==> src/rtl/bram_stream_reader.sv <==
// Burst read engine for a synchronous-read BRAM port. Issues addresses under a
// two-entry credit window, captures the one-cycle-late read data into a small
// FIFO and presents it on a valid/ready stream with a last-beat marker.
module bram_stream_reader #(
  parameter int unsigned WIDTH = 8,
  parameter int unsigned DEPTH = 256,
  parameter int unsigned ADDRW = $clog2(DEPTH)
) (
  input  logic             clk,
  input  logic             rst_n,
  input  logic             start,
  input  logic [ADDRW-1:0] base_addr,
  input  logic [ADDRW:0]   len,
  output logic [ADDRW-1:0] addr_read,
  input  logic [WIDTH-1:0] data_in,
  output logic [WIDTH-1:0] out_data,
  output logic             out_valid,
  input  logic             out_ready,
  output logic             out_last,
  output logic             busy,
  output logic             done
);

  typedef enum logic [0:0] {StIdle, StRun} state_e;

  state_e           state_q, state_d;
  logic [ADDRW:0]   remaining_q, remaining_d;
  logic [ADDRW:0]   beats_q, beats_d;
  logic [ADDRW-1:0] addr_d;
  logic             inflight_q, inflight_d;
  logic             lead_q, lead_d;
  logic             done_q, done_d;

  logic [WIDTH-1:0] fifo_q [2];
  logic             wr_ptr_q, rd_ptr_q;
  logic [1:0]       count_q;

  logic             pop, push, issue;

  assign pop       = out_valid & out_ready;
  assign push      = inflight_q;
  assign out_valid = (count_q != 2'd0);
  assign out_data  = fifo_q[rd_ptr_q];
  assign out_last  = out_valid & (beats_q == (ADDRW+1)'(1));
  assign busy      = (state_q == StRun);
  assign done      = done_q;

  // Credit check: slots held plus the read in flight, less what leaves this edge, stays below 2.
  always_comb begin
    issue = (state_q == StRun) && (remaining_q != '0) &&
            ({1'b0, count_q} + {2'b00, inflight_q} < 3'd2 + {2'b00, pop});
  end

  // Next-state, address and burst bookkeeping.
  always_comb begin
    state_d     = state_q;
    remaining_d = remaining_q;
    beats_d     = beats_q;
    addr_d      = addr_read;
    inflight_d  = issue;
    lead_d      = 1'b0;
    done_d      = 1'b0;
    unique case (state_q)
      StIdle: begin
        if (start) begin
          state_d     = StRun;
          remaining_d = len;
          beats_d     = len;
          addr_d      = base_addr;
          lead_d      = 1'b1;
        end
      end
      StRun: begin
        if (issue) begin
          addr_d      = (addr_read == ADDRW'(DEPTH - 1)) ? '0 : addr_read + 1'b1;
          remaining_d = remaining_q - 1'b1;
        end
        if (pop) begin
          beats_d = beats_q - 1'b1;
        end
        // A zero-length burst still waits out the normal two-edge first-beat latency.
        if ((pop && beats_q == (ADDRW+1)'(1)) || (beats_q == '0 && !lead_q)) begin
          state_d = StIdle;
          done_d  = 1'b1;
        end
      end
      default: state_d = StIdle;
    endcase
  end

  // Control state registers.
  always_ff @(posedge clk or negedge rst_n) begin
    if (!rst_n) begin
      state_q     <= StIdle;
      remaining_q <= '0;
      beats_q     <= '0;
      addr_read   <= '0;
      inflight_q  <= 1'b0;
      lead_q      <= 1'b0;
      done_q      <= 1'b0;
    end else begin
      state_q     <= state_d;
      remaining_q <= remaining_d;
      beats_q     <= beats_d;
      addr_read   <= addr_d;
      inflight_q  <= inflight_d;
      lead_q      <= lead_d;
      done_q      <= done_d;
    end
  end

  // Two-entry capture FIFO for the RAM read data.
  always_ff @(posedge clk or negedge rst_n) begin
    if (!rst_n) begin
      fifo_q[0] <= '0;
      fifo_q[1] <= '0;
      wr_ptr_q  <= 1'b0;
      rd_ptr_q  <= 1'b0;
      count_q   <= 2'd0;
    end else begin
      if (push) begin
        fifo_q[wr_ptr_q] <= data_in;
        wr_ptr_q         <= ~wr_ptr_q;
      end
      if (pop) begin
        rd_ptr_q <= ~rd_ptr_q;
      end
      count_q <= count_q + {1'b0, push} - {1'b0, pop};
    end
  end

  // The credit rule makes a push into a full FIFO unreachable.
  always_ff @(posedge clk) begin
    if (rst_n) begin
      assert (!(push && !pop && count_q == 2'd2));
    end
  end

endmodule
==> config.mk <==
export PLATFORM = sky130hd
export DESIGN_NAME = bram_stream_reader
export DESIGN_NICKNAME = d
export VERILOG_FILES = /design/src/rtl/bram_stream_reader.sv
export SDC_FILE = /design/constraint.sdc
export NUM_CORES = 1
export LEC_CHECK = 0
export CAP_MARGIN = 20
export CORE_ASPECT_RATIO = 0.5
export CORE_MARGIN = 3
export CORE_UTILIZATION = 57
export CTS_BUF_LIST = sky130_fd_sc_hd__clkbuf_16
export DETAILED_ROUTE_END_ITERATION = 8
export PLACE_DENSITY = 0.92
export SYNTH_ARGS = -nofsm -noshare
export SYNTH_HDL_FRONTEND = slang
export SYNTH_SLANG_ARGS = --single-unit
export TNS_END_PERCENT = 5
==> constraint.sdc <==
create_clock -name clk -period 3.05 [get_ports clk]
set_input_delay 0.915 -clock clk [delete_from_list [all_inputs] [get_ports clk]]
set_output_delay 0.915 -clock clk [all_outputs]
set_load 0.005 [all_outputs]
# --- Yosys cells after proc, flatten, opt, wreduce, memory -nomap -nowiden ---
# Cells that the tools add are included.
totals:
  reg_bits: 50
  input_bits: 29
  out_inout_bits: 20
  elab_cells: 68
classes:
  add_sub_neg: 7
  order_cmp: 4
  n_eq_ne: 5
  mux: 21
  n_bitwise: 7
  reduce_logical: 12
ops:
  columns: ["op", "count"]
  rows:
  - ["8-bit 2-to-1 mux", 7]
  - ["9-bit one-hot mux with 2 select lines", 2]
  - ["9-bit 2-to-1 mux", 3]
  - ["9-bit by 1-bit subtractor with 9-bit output, second input constant", 2]
  - ["16-bit bitwise mux", 1]
  - ["8-bit one-hot mux with 2 select lines", 1]
  - ["9-bit by 1-bit == test with 1-bit output, second input constant", 1]
  - ["9-bit zero test", 1]
  - ["9-bit nonzero test", 1]
  - ["8-bit by 1-bit adder with 8-bit output, second input constant", 1]
  - ["8-bit demux with 1-bit select", 1]
  - ["8-bit == test, second input constant", 1]
  - ["1-bit logical AND", 5]
  - ["1-bit 2-to-1 mux", 5]
  - ["2-bit >= comparator, second input constant", 2]
  - ["2-bit by 1-bit inequality test with 1-bit output, second input constant", 2]
  - ["1-bit inverter with 2-bit output", 2]
  - ["2-bit AND reduction", 2]
  - ["2-bit by 1-bit adder with 3-bit output", 1]
  - ["2-bit by 1-bit adder with 3-bit output, first input constant", 1]
  - ["3-bit less-than comparator", 1]
  - ["1-bit inverter", 3]
  - ["2-bit by 1-bit adder with 2-bit output", 1]
  - ["1-bit AND", 2]
  - ["7 further kinds", 7]

# --- Logic depth before layout (Yosys ltp) ---
# Gate-level depths: netlist (run 1).
logic_depth:
  ltp_word: 7
  mapped_depth: 8
  mapped_depth_nobuf: 6

# --- Worst setup path after synthesis (run 1) ---
# Ideal clock, no wire load.
synth_path:
  path_kind: "register to output"
  from: "register beats_q[4]"
  to: "output out_last"
  arrival_ps: 1213
  required_ps: 2135
  setup_slack_ps: 922
  path_stages_with_launch: 4
  n_path_buf: 0
  cell_sequence: "dfrtp_1 > or3_1 > nor3_1 > and3_1"
synth_between:
  elab_chain_cells: 2
synth_rtl:
  columns: ["element", "line_no", "source"]
  rows:
  - ["start, declared", "28", "logic [ADDRW:0] beats_q, beats_d;"]
  - ["start signal, assigned", "104", "beats_q <= beats_d;"]
  - ["9-bit by 1-bit == test with 1-bit output", "44", "assign out_last = out_valid & (beats_q == (ADDRW+1)'(1));"]
  - ["1-bit AND", "44", null]
  - ["end, declared", "19", "output logic out_last,"]
# Every way passes these cells.

# --- Worst setup path after layout (run 1) ---
# Ends and elaborated chain as after synthesis.

==> reports/metrics.json, run 1 <==
{
  "first_global_vias": {"value": 2551},
  "netlist.top_cell.by_area": {"value": "sky130_fd_sc_hd__dfrtp_1"},
  "synth-seq-area-share": {"value": 0.443},
  "yosys.cell_count.top_type": {"value": "sky130_fd_sc_hd__dfrtp_1"},
  "finish.cell_count_without_fillers": {"value": 396},
  "final_layout_size_suffix_gt1_frac": {"value": 0.161},
  "n_antenna_cell": {"value": 0},
  "grt_max_degree": {"value": 27},
  "worst_ir_drop_vdd": {"value": 554, "unit": "µV"},
  "static-leakage-power": {"value": 1.48, "unit": "nW"},
  "critical_path.max_stage_delay": {"value": 0.49, "unit": "ns"},
  "number_of_antenna_violations_at_the_first_check_in_global_routing": {"value": 0},
  "first_pass_iters": {"value": 5},
  "clock_latency": {"value": 0.29, "unit": "ns"},
  "final.setup_skew": {"value": 0.00751, "unit": "ns"},
  "timing.critical_path.arrival": {"value": 2.06, "unit": "ns"},
  "die_height": {"value": 55.8, "unit": "µm"},
  "detailedRoute.firstIterationViolations": {"value": 159},
  "hold_class": {"value": "flip-flop to flip-flop"},
  "fp-row-count": {"value": 17},
  "worst_setup_hold_path_clk_slew": {"value": 0.07, "unit": "ns"},
  "cts_buffers": {"value": 5},
  "routedWlPerCell": {"value": 18.0, "unit": "µm"},
  "status": {"value": "completed"},
  "netlist_top_cells_area": {"value": "sky130_fd_sc_hd__dfrtp_1 (44%), sky130_fd_sc_hd__mux2_2 (11%), sky130_fd_sc_hd__ha_1 (4.0%)"},
  "detailed_place_hpwl": {"value": 5.11, "unit": "mm"},
  "filler_cell_count": {"value": 291},
  "start_util": {"value": 0.617},
  "final_net_count": {"value": 367},
  "vias": {"value": 2499},
  "die_w": {"value": 106, "unit": "µm"},
  "floorplan.die_area": {"value": 0.00588, "unit": "mm²"},
  "detail_route.wirelength": {"value": 7.15, "unit": "mm"},
  "route.detailed.drc": {"value": 0},
  "layout_min_cycle_time": {"value": 2.98, "unit": "ns"},
  "synth.net_count": {"value": 314},
  "gpl.final_weighted_congestion": {"value": 0.915},
  "maxClockFrequency": {"value": 336, "unit": "MHz"},
  "max_slew.worst_pin.slew": {"value": 0.725, "unit": "ns"},
  "yosysWarnings": {"value": 0},
  "post-route-worst-setup-slack": {"value": 0.0744, "unit": "ns"},
  "crit_chain": {"value": "or3_1 -> nor3_4 -> and3_1 -> clkdlybuf4s50_1"},
  "grt_pass1_wl": {"value": 12.4, "unit": "mm"},
  "clk_path_buf_depth": {"value": 2},
  "post_cts_repair_timing_setup_buffer_count": {"value": 0},
  "placement.setup.worst_slack": {"value": 0.288, "unit": "ns"},
  "cts_tree": {"value": "built"},
  "ant_nets": {"value": 0},
  "mappedNetlistArea": {"value": 0.00282, "unit": "mm²"},
  "critPathLaunchType": {"value": "flip-flop"},
  "end_kind": {"value": "primary output"},
  "synth-async-reset-ratio": {"value": 1.00},
  "required": {"value": 2.13, "unit": "ns"},
  "avgSynthCellArea": {"value": 10.2, "unit": "µm²"},
  "flip_flop_cell_with_the_highest_count_after_synthesis": {"value": "sky130_fd_sc_hd__dfrtp_1"},
  "min_period_over_period": {"value": 0.976},
  "clock_sinks": {"value": 50},
  "path_max_fanout": {"value": 4},
  "cp_slowest_cell": {"value": "sky130_fd_sc_hd__clkdlybuf4s50_1"},
  "synth_cells": {"value": 276},
  "max-cap-violations": {"value": 0},
  "rsz_0062_raised_after_global_routing": {"value": "false"},
  "place.port_buffers": {"value": 48},
  "synth_cell_type_count": {"value": 50},
  "io-pin-count": {"value": 49},
  "setup_violations": {"value": 0},
  "drt-vias-per-instance": {"value": 6.31},
  "gr-usage-all-layers": {"value": 0.261},
  "setup.worst_path.class": {"value": "flip-flop to primary output"},
  "synthTopCellsByCount": {"value": "sky130_fd_sc_hd__dfrtp_1 (50), sky130_fd_sc_hd__mux2_2 (27), sky130_fd_sc_hd__a21oi_1 (18)"},
  "placed_cells_incl_taps": {"value": 388},
  "htree_levels": {"value": 2},
  "clock_tree_root": {"value": "sky130_fd_sc_hd__clkbuf_16"},
  "areaGrowthSynthToFinish": {"value": 26.0, "unit": "%"},
  "setup-tns-final": {"value": 0, "unit": "ns"},
  "finalMaxSlewViolations": {"value": 0},
  "power_per_cell_area": {"value": 1020, "unit": "mW/mm²"},
  "core-area": {"value": 0.00457, "unit": "mm²"},
  "gr-total-overflow": {"value": 0},
  "synth_top_area_share": {"value": 0.443},
  "ys_seq_elements": {"value": 50},
  "finalHoldViolCount": {"value": 0},
  "synth_enable_flop_cells": {"value": 0},
  "max_slew_margin": {"value": 0.516}
}
## critical path: cells and delay by family, from the launching register on
family	cells	cell delay (ns)
AND/OR/NAND/NOR	3	0.87
buffers and inverters	1	0.49
flip-flops	1	0.41
## flip-flops by register name, summed over array words and instances (netlist names), 2 cells and up
signal       flops
fifo_q          16
beats_q          9
remaining_q      9
addr_read        8
count_q          2
## per-stage QoR
stage | instance area, µm² | hold WS [ns] | util | power, mW
after floorplan | 2820 | 0.463 | - | 2.41
after global placement | 3400 | 0.478 | 0.744 | 2.91
after detailed placement | 3400 | 0.482 | 0.744 | 3.03
after CTS | 3550 | 0.491 | 0.776 | 3.60
after global routing | 3560 | 0.512 | 0.778 | 3.88
final | 3560 | 0.499 | 0.778 | 3.61
## path summary, 6_finish.rpt
| check | slack [ns] | end | cells past startpoint | from |
|---|---|---|---|---|
| min | 0.50 | wr_ptr_q | 1 | wr_ptr_q |
| max | 0.07 | out_last | 4 | beats_q[4] |
| max reg2reg | 1.07 | addr_read[0] | 5 | inflight_q |
| max in group asynchronous | 1.90 | addr_read[7] | 2 | rst_n |
| min in group asynchronous | 0.56 | fifo_q[3] | 1 | rst_n |
| min reg2reg | 0.50 | wr_ptr_q | 1 | wr_ptr_q |
## report_power, final
part / internal [mW] / total [mW] / leakage [nW] / switching, mW
clock: 0.302 / 0.551 / 0.0750 / 0.249
sequential: 0.970 / 1.30 / 0.588 / 0.332
combinational: 0.968 / 1.76 / 0.817 / 0.790
total: 2.24 / 3.61 / 1.48 / 1.37
## metal layers
layer | share of wire | vias to the layer above | GRT usage
met5 | 0 | - | 0
met4 | 0.013 | 0 | 0.0738
met2 | 0.50 | 108 | 0.444
met3 | 0.070 | 13 | 0.0614
li1 | - | 1142 | -
met1 | 0.42 | 1236 | 0.336
## cells in the final DEF, fill, tap and decap left out, types with 4 or more instances in the layout
cell / Yosys / final
sky130_fd_sc_hd__dfrtp_1: 50 / 50
sky130_fd_sc_hd__clkdlybuf4s50_1: 0 / 47
sky130_fd_sc_hd__mux2_2: 27 / 27
sky130_fd_sc_hd__a21oi_1: 18 / 18
sky130_fd_sc_hd__inv_1: 14 / 15
sky130_fd_sc_hd__nand2_1: 15 / 15
sky130_fd_sc_hd__nor2_1: 14 / 14
sky130_fd_sc_hd__buf_4: 0 / 12
sky130_fd_sc_hd__o21ai_0: 9 / 9
sky130_fd_sc_hd__ha_1: 9 / 9
sky130_fd_sc_hd__a41oi_1: 8 / 8
sky130_fd_sc_hd__xnor2_1: 7 / 7
sky130_fd_sc_hd__nor3_1: 8 / 7
sky130_fd_sc_hd__nand3_1: 7 / 7
sky130_fd_sc_hd__a31oi_1: 5 / 5
sky130_fd_sc_hd__a211oi_1: 5 / 5
sky130_fd_sc_hd__nor2b_1: 5 / 5
sky130_fd_sc_hd__clkbuf_16: 0 / 5
sky130_fd_sc_hd__or3_1: 4 / 4
sky130_fd_sc_hd__and3_1: 4 / 4
## layout make-up
type                    count  area (µm²)  share of cell area
clock buffers               5         125              0.0352
multi-input cells         198        1460               0.411
inverters                  14        52.6              0.0148
repair buffers             60         566               0.159
clock inverters             3        17.5             0.00492
flip-flops and latches     50        1250               0.352
well taps                  66        82.6              0.0232
## logic make-up after synthesis
logic type | count (synthesis) | synth area share
adders and majority gates | 9 | 0.0399
buffers and inverters | 28 | 0.0426
xor gates and xnor gates | 9 | 0.0279
AOI/OAI and AO/OA | 77 | 0.188
and+or+nand+nor | 74 | 0.144
DFF | 50 | 0.443
muxes | 29 | 0.115
## timing repair
item | in CTS | in global routing
cloned | 0 | 0
endpoints found under the setup margin | 1 | 1
hold buffers | 0 | 0
gates resized for setup | 1 | 1
Note: power is estimated with default switching activity, not from simulation.
==> run 2: changes to the inputs <==
Clock period 3.05 ns to 3.8 ns, I/O delays scaled along.
==> reports/metrics.json, run 2 (synthesis results as in run 1) <==
{
  "globalRoute.busiestLayer": {"value": "met2", "change": "unchanged"},
  "gpl.final_weighted_congestion": {"value": 0.888, "change": "was 0.915"},
  "mostFrequentLayoutCells": {"value": "sky130_fd_sc_hd__dfrtp_1 (50), sky130_fd_sc_hd__clkdlybuf4s50_1 (47), sky130_fd_sc_hd__mux2_2 (27), sky130_fd_sc_hd__a21oi_1 (18)", "change": "unchanged"},
  "n_antenna_cell": {"value": 0, "change": "unchanged"},
  "pwr-share-clk": {"value": 0.153, "change": "about the same"},
  "cts_buffers": {"value": 5, "change": "unchanged"},
  "die_height": {"value": 55.8, "unit": "µm", "change": "unchanged"},
  "static-leakage-power": {"value": 1.46, "unit": "nW", "change": "was 1.48 nW"},
  "io-pin-count": {"value": 49, "change": "unchanged"},
  "registers.top_by_ff_count": {"value": "fifo_q", "change": "unchanged"},
  "detailedRoute.firstIterationViolations": {"value": 176, "change": "was 159"},
  "cts_resized": {"value": 0, "change": "was 1"},
  "number_of_antenna_violations_at_the_first_check_in_global_routing": {"value": 0, "change": "unchanged"},
  "gr-usage-all-layers": {"value": 0.238, "change": "was 0.261"},
  "areaGrowthSynthToFinish": {"value": 24.7, "unit": "%", "change": "was 26.0%"},
  "fp-row-count": {"value": 17, "change": "unchanged"},
  "detailed_place_hpwl": {"value": 4.75, "unit": "mm", "change": "was 5.11 mm"},
  "placed_cells_incl_taps": {"value": 382, "change": "was 388"},
  "design_power_total": {"value": 2.85, "unit": "mW", "change": "was 3.61 mW"},
  "grt.met3_usage": {"value": 0.0452, "change": "was 0.0614"},
  "cts_tree": {"value": "built", "change": "unchanged"},
  "cp_slowest_cell": {"value": "sky130_fd_sc_hd__clkdlybuf4s50_1", "change": "unchanged"},
  "largest_reg_flops": {"value": 16, "change": "unchanged"},
  "setup-tns-final": {"value": 0, "unit": "ns", "change": "unchanged"},
  "final.setup_skew": {"value": 0.00472, "unit": "ns", "change": "was 0.00751 ns"},
  "ant_nets": {"value": 0, "change": "unchanged"},
  "min_delay_worst_endpoint": {"value": "fifo_q[12]", "change": "was wr_ptr_q"},
  "maxClockFrequency": {"value": 309, "unit": "MHz"},
  "first_global_vias": {"value": 2362, "change": "was 2551"},
  "end_kind": {"value": "primary output", "change": "unchanged"},
  "detail_route.wirelength": {"value": 6.89, "unit": "mm", "change": "was 7.15 mm"},
  "place.port_buffers": {"value": 48, "change": "unchanged"},
  "final_layout_size_suffix_gt1_frac": {"value": 0.145, "change": "was 0.161"},
  "route.detailed.drc": {"value": 0, "change": "unchanged"},
  "routedWlPerCell": {"value": 17.6, "unit": "µm", "change": "was 18.0 µm"},
  "max_slew.worst_pin.slew": {"value": 0.728, "unit": "ns", "change": "was 0.725 ns"},
  "grt_util_met1": {"value": 0.319, "change": "was 0.336"},
  "top_regs": {"value": "fifo_q: 16 flops, beats_q: 9 flops, remaining_q: 9 flops", "change": "unchanged"},
  "mostFrequentLayoutCell": {"value": "sky130_fd_sc_hd__dfrtp_1", "change": "unchanged"},
  "clk_path_buf_depth": {"value": 2, "change": "unchanged"},
  "clock_sinks": {"value": 50, "change": "unchanged"},
  "layout_min_cycle_time": {"value": 3.24, "unit": "ns"},
  "worst_r2r_path_depth": {"value": 6, "change": "was 5"},
  "start_util": {"value": 0.617, "change": "unchanged"},
  "min_period_over_period": {"value": 0.852},
  "filler_cell_count": {"value": 296, "change": "was 291"},
  "finalHoldViolCount": {"value": 0, "change": "unchanged"},
  "grt_pass1_wl": {"value": 11.5, "unit": "mm", "change": "was 12.4 mm"},
  "finalHoldWorstSlack": {"value": 0.503, "unit": "ns", "change": "was 0.499 ns"},
  "required": {"value": 2.66, "unit": "ns", "change": "was 2.13 ns"},
  "reg2reg_setup_slack": {"value": 1.36, "unit": "ns", "change": "was 1.07 ns"},
  "setup.worst_path.class": {"value": "flip-flop to primary output", "change": "unchanged"},
  "finalMaxSlewViolations": {"value": 0, "change": "unchanged"},
  "post-route-util": {"value": 0.770, "change": "was 0.778"},
  "timing.hold.worst_path_depth": {"value": 1, "change": "unchanged"},
  "power_per_cell_area": {"value": 810, "unit": "mW/mm²", "change": "was 1020 mW/mm²"},
  "final_net_count": {"value": 362, "change": "was 367"},
  "critical_path.max_stage_delay": {"value": 0.49, "unit": "ns", "change": "about the same"},
  "drt-vias-per-instance": {"value": 6.19, "change": "was 6.31"},
  "setup_violations": {"value": 0, "change": "unchanged"},
  "die_w": {"value": 106, "unit": "µm", "change": "unchanged"},
  "first_pass_iters": {"value": 4, "change": "was 5"},
  "r2r_end": {"value": "beats_q[5]", "change": "was addr_read[0]"},
  "crit_chain": {"value": "or3_1 -> nor3_1 -> and3_1 -> clkdlybuf4s50_1", "change": "was or3_1 -> nor3_4 -> and3_1 -> clkdlybuf4s50_1"},
  "post_cts_repair_timing_setup_buffer_count": {"value": 0, "change": "unchanged"},
  "min_from": {"value": "fifo_q[12]", "change": "was wr_ptr_q"},
  "max_slew_margin": {"value": 0.514, "change": "was 0.516"},
  "clock_tree_root": {"value": "sky130_fd_sc_hd__clkbuf_16", "change": "unchanged"},
  "rsz_0062_raised_after_global_routing": {"value": "false", "change": "unchanged"},
  "sw_frac_of_total": {"value": 0.379, "change": "was 0.380"},
  "floorplan.die_area": {"value": 0.00588, "unit": "mm²", "change": "unchanged"},
  "path_max_fanout": {"value": 4, "change": "unchanged"},
  "finish.cell_count_without_fillers": {"value": 391, "change": "was 396"},
  "max-cap-violations": {"value": 0, "change": "unchanged"},
  "placement.setup.worst_slack": {"value": 0.693, "unit": "ns", "change": "was 0.288 ns"},
  "p_switching": {"value": 1.08, "unit": "mW", "change": "was 1.37 mW"},
  "gr-total-overflow": {"value": 0, "change": "unchanged"},
  "htree_levels": {"value": 2, "change": "unchanged"},
  "p_int": {"value": 1.77, "unit": "mW", "change": "was 2.24 mW"},
  "post-route-worst-setup-slack": {"value": 0.561, "unit": "ns", "change": "was 0.0744 ns"},
  "clock_latency": {"value": 0.29, "unit": "ns", "change": "about the same"},
  "worst_ir_drop_vdd": {"value": 401, "unit": "µV", "change": "was 554 µV"},
  "pwr-share-comb": {"value": 0.482, "change": "was 0.487"},
  "met2_track_demand_over_resource": {"value": 0.413, "change": "was 0.444"},
  "grt_max_degree": {"value": 51, "change": "was 27"},
  "post_dp_cell_area": {"value": 0.00336, "unit": "mm²", "change": "was 0.00340 mm²"},
  "launch_point_of_the_worst_reg_to_reg_path": {"value": "busy", "change": "was inflight_q"},
  "worst_setup_hold_path_clk_slew": {"value": 0.07, "unit": "ns", "change": "about the same"},
  "hold_class": {"value": "flip-flop to flip-flop", "change": "unchanged"},
  "status": {"value": "completed", "change": "unchanged"},
  "core-area": {"value": 0.00457, "unit": "mm²", "change": "unchanged"},
  "timing.critical_path.arrival": {"value": 2.10, "unit": "ns", "change": "was 2.06 ns"},
  "cts-hold-fix-buffers": {"value": 0, "change": "unchanged"},
  "finish.instance_area": {"value": 0.00352, "unit": "mm²", "change": "was 0.00356 mm²"},
  "reg_power_frac": {"value": 0.365, "change": "was 0.360"},
  "critPathLaunchType": {"value": "flip-flop", "change": "unchanged"},
  "vias": {"value": 2422, "change": "was 2499"}
}
-- run 2: cell count changes in the layout (fill, tap and decap cells not counted), sizes merged --
cell / previous run / this run
buf: 13 / 8
-- run 2: worst max path at each step --
stage,start,to,cells after the start,slack (ns)
after global routing,beats_q[3],out_last,4,0.48
after floorplan,beats_q[4],out_last,3,1.45
after global placement,out_ready,addr_read[0],5,0.75
after detailed placement,out_ready,addr_read[7],5,0.69
final,beats_q[4],out_last,4,0.56
after CTS,beats_q[4],out_last,4,0.53
-- run 2: routing by layer --
metal	up-vias	wire length [µm]
met3	8	490
met1	1177	2950
met4	0	45
li1	1122	-
met2	115	3410
met5	-	0
-- run 2: layout make-up --
class	instances	area, µm²	share of cell area
Clock buffer	5	125	0.0355
Sequential cell	50	1250	0.355
Timing Repair Buffer	55	541	0.154
Multi-Input combinational cell	198	1450	0.412
Tap cell	66	82.6	0.0235
Inverter	14	52.6	0.0149
Clock inverter	3	17.5	0.00498
-- run 2: critical path: cells and delay by family (launching register included) --
family                 cells  cell delay [ns]
DFF                        1             0.41
and+or+nand+nor            3             0.91
buffers and inverters      1             0.49
-- run 2: power by group through the flow --
stage	combinational, mW	clock [mW]	sequential (mW)
3_5_place_dp	1.35	0	1.04
3_3_place_gp	1.30	0	1.02
5_1_grt	1.51	0.457	1.08
4_1_cts	1.37	0.437	1.04
2_1_floorplan	0.966	0	0.966
6_report	1.37	0.436	1.04
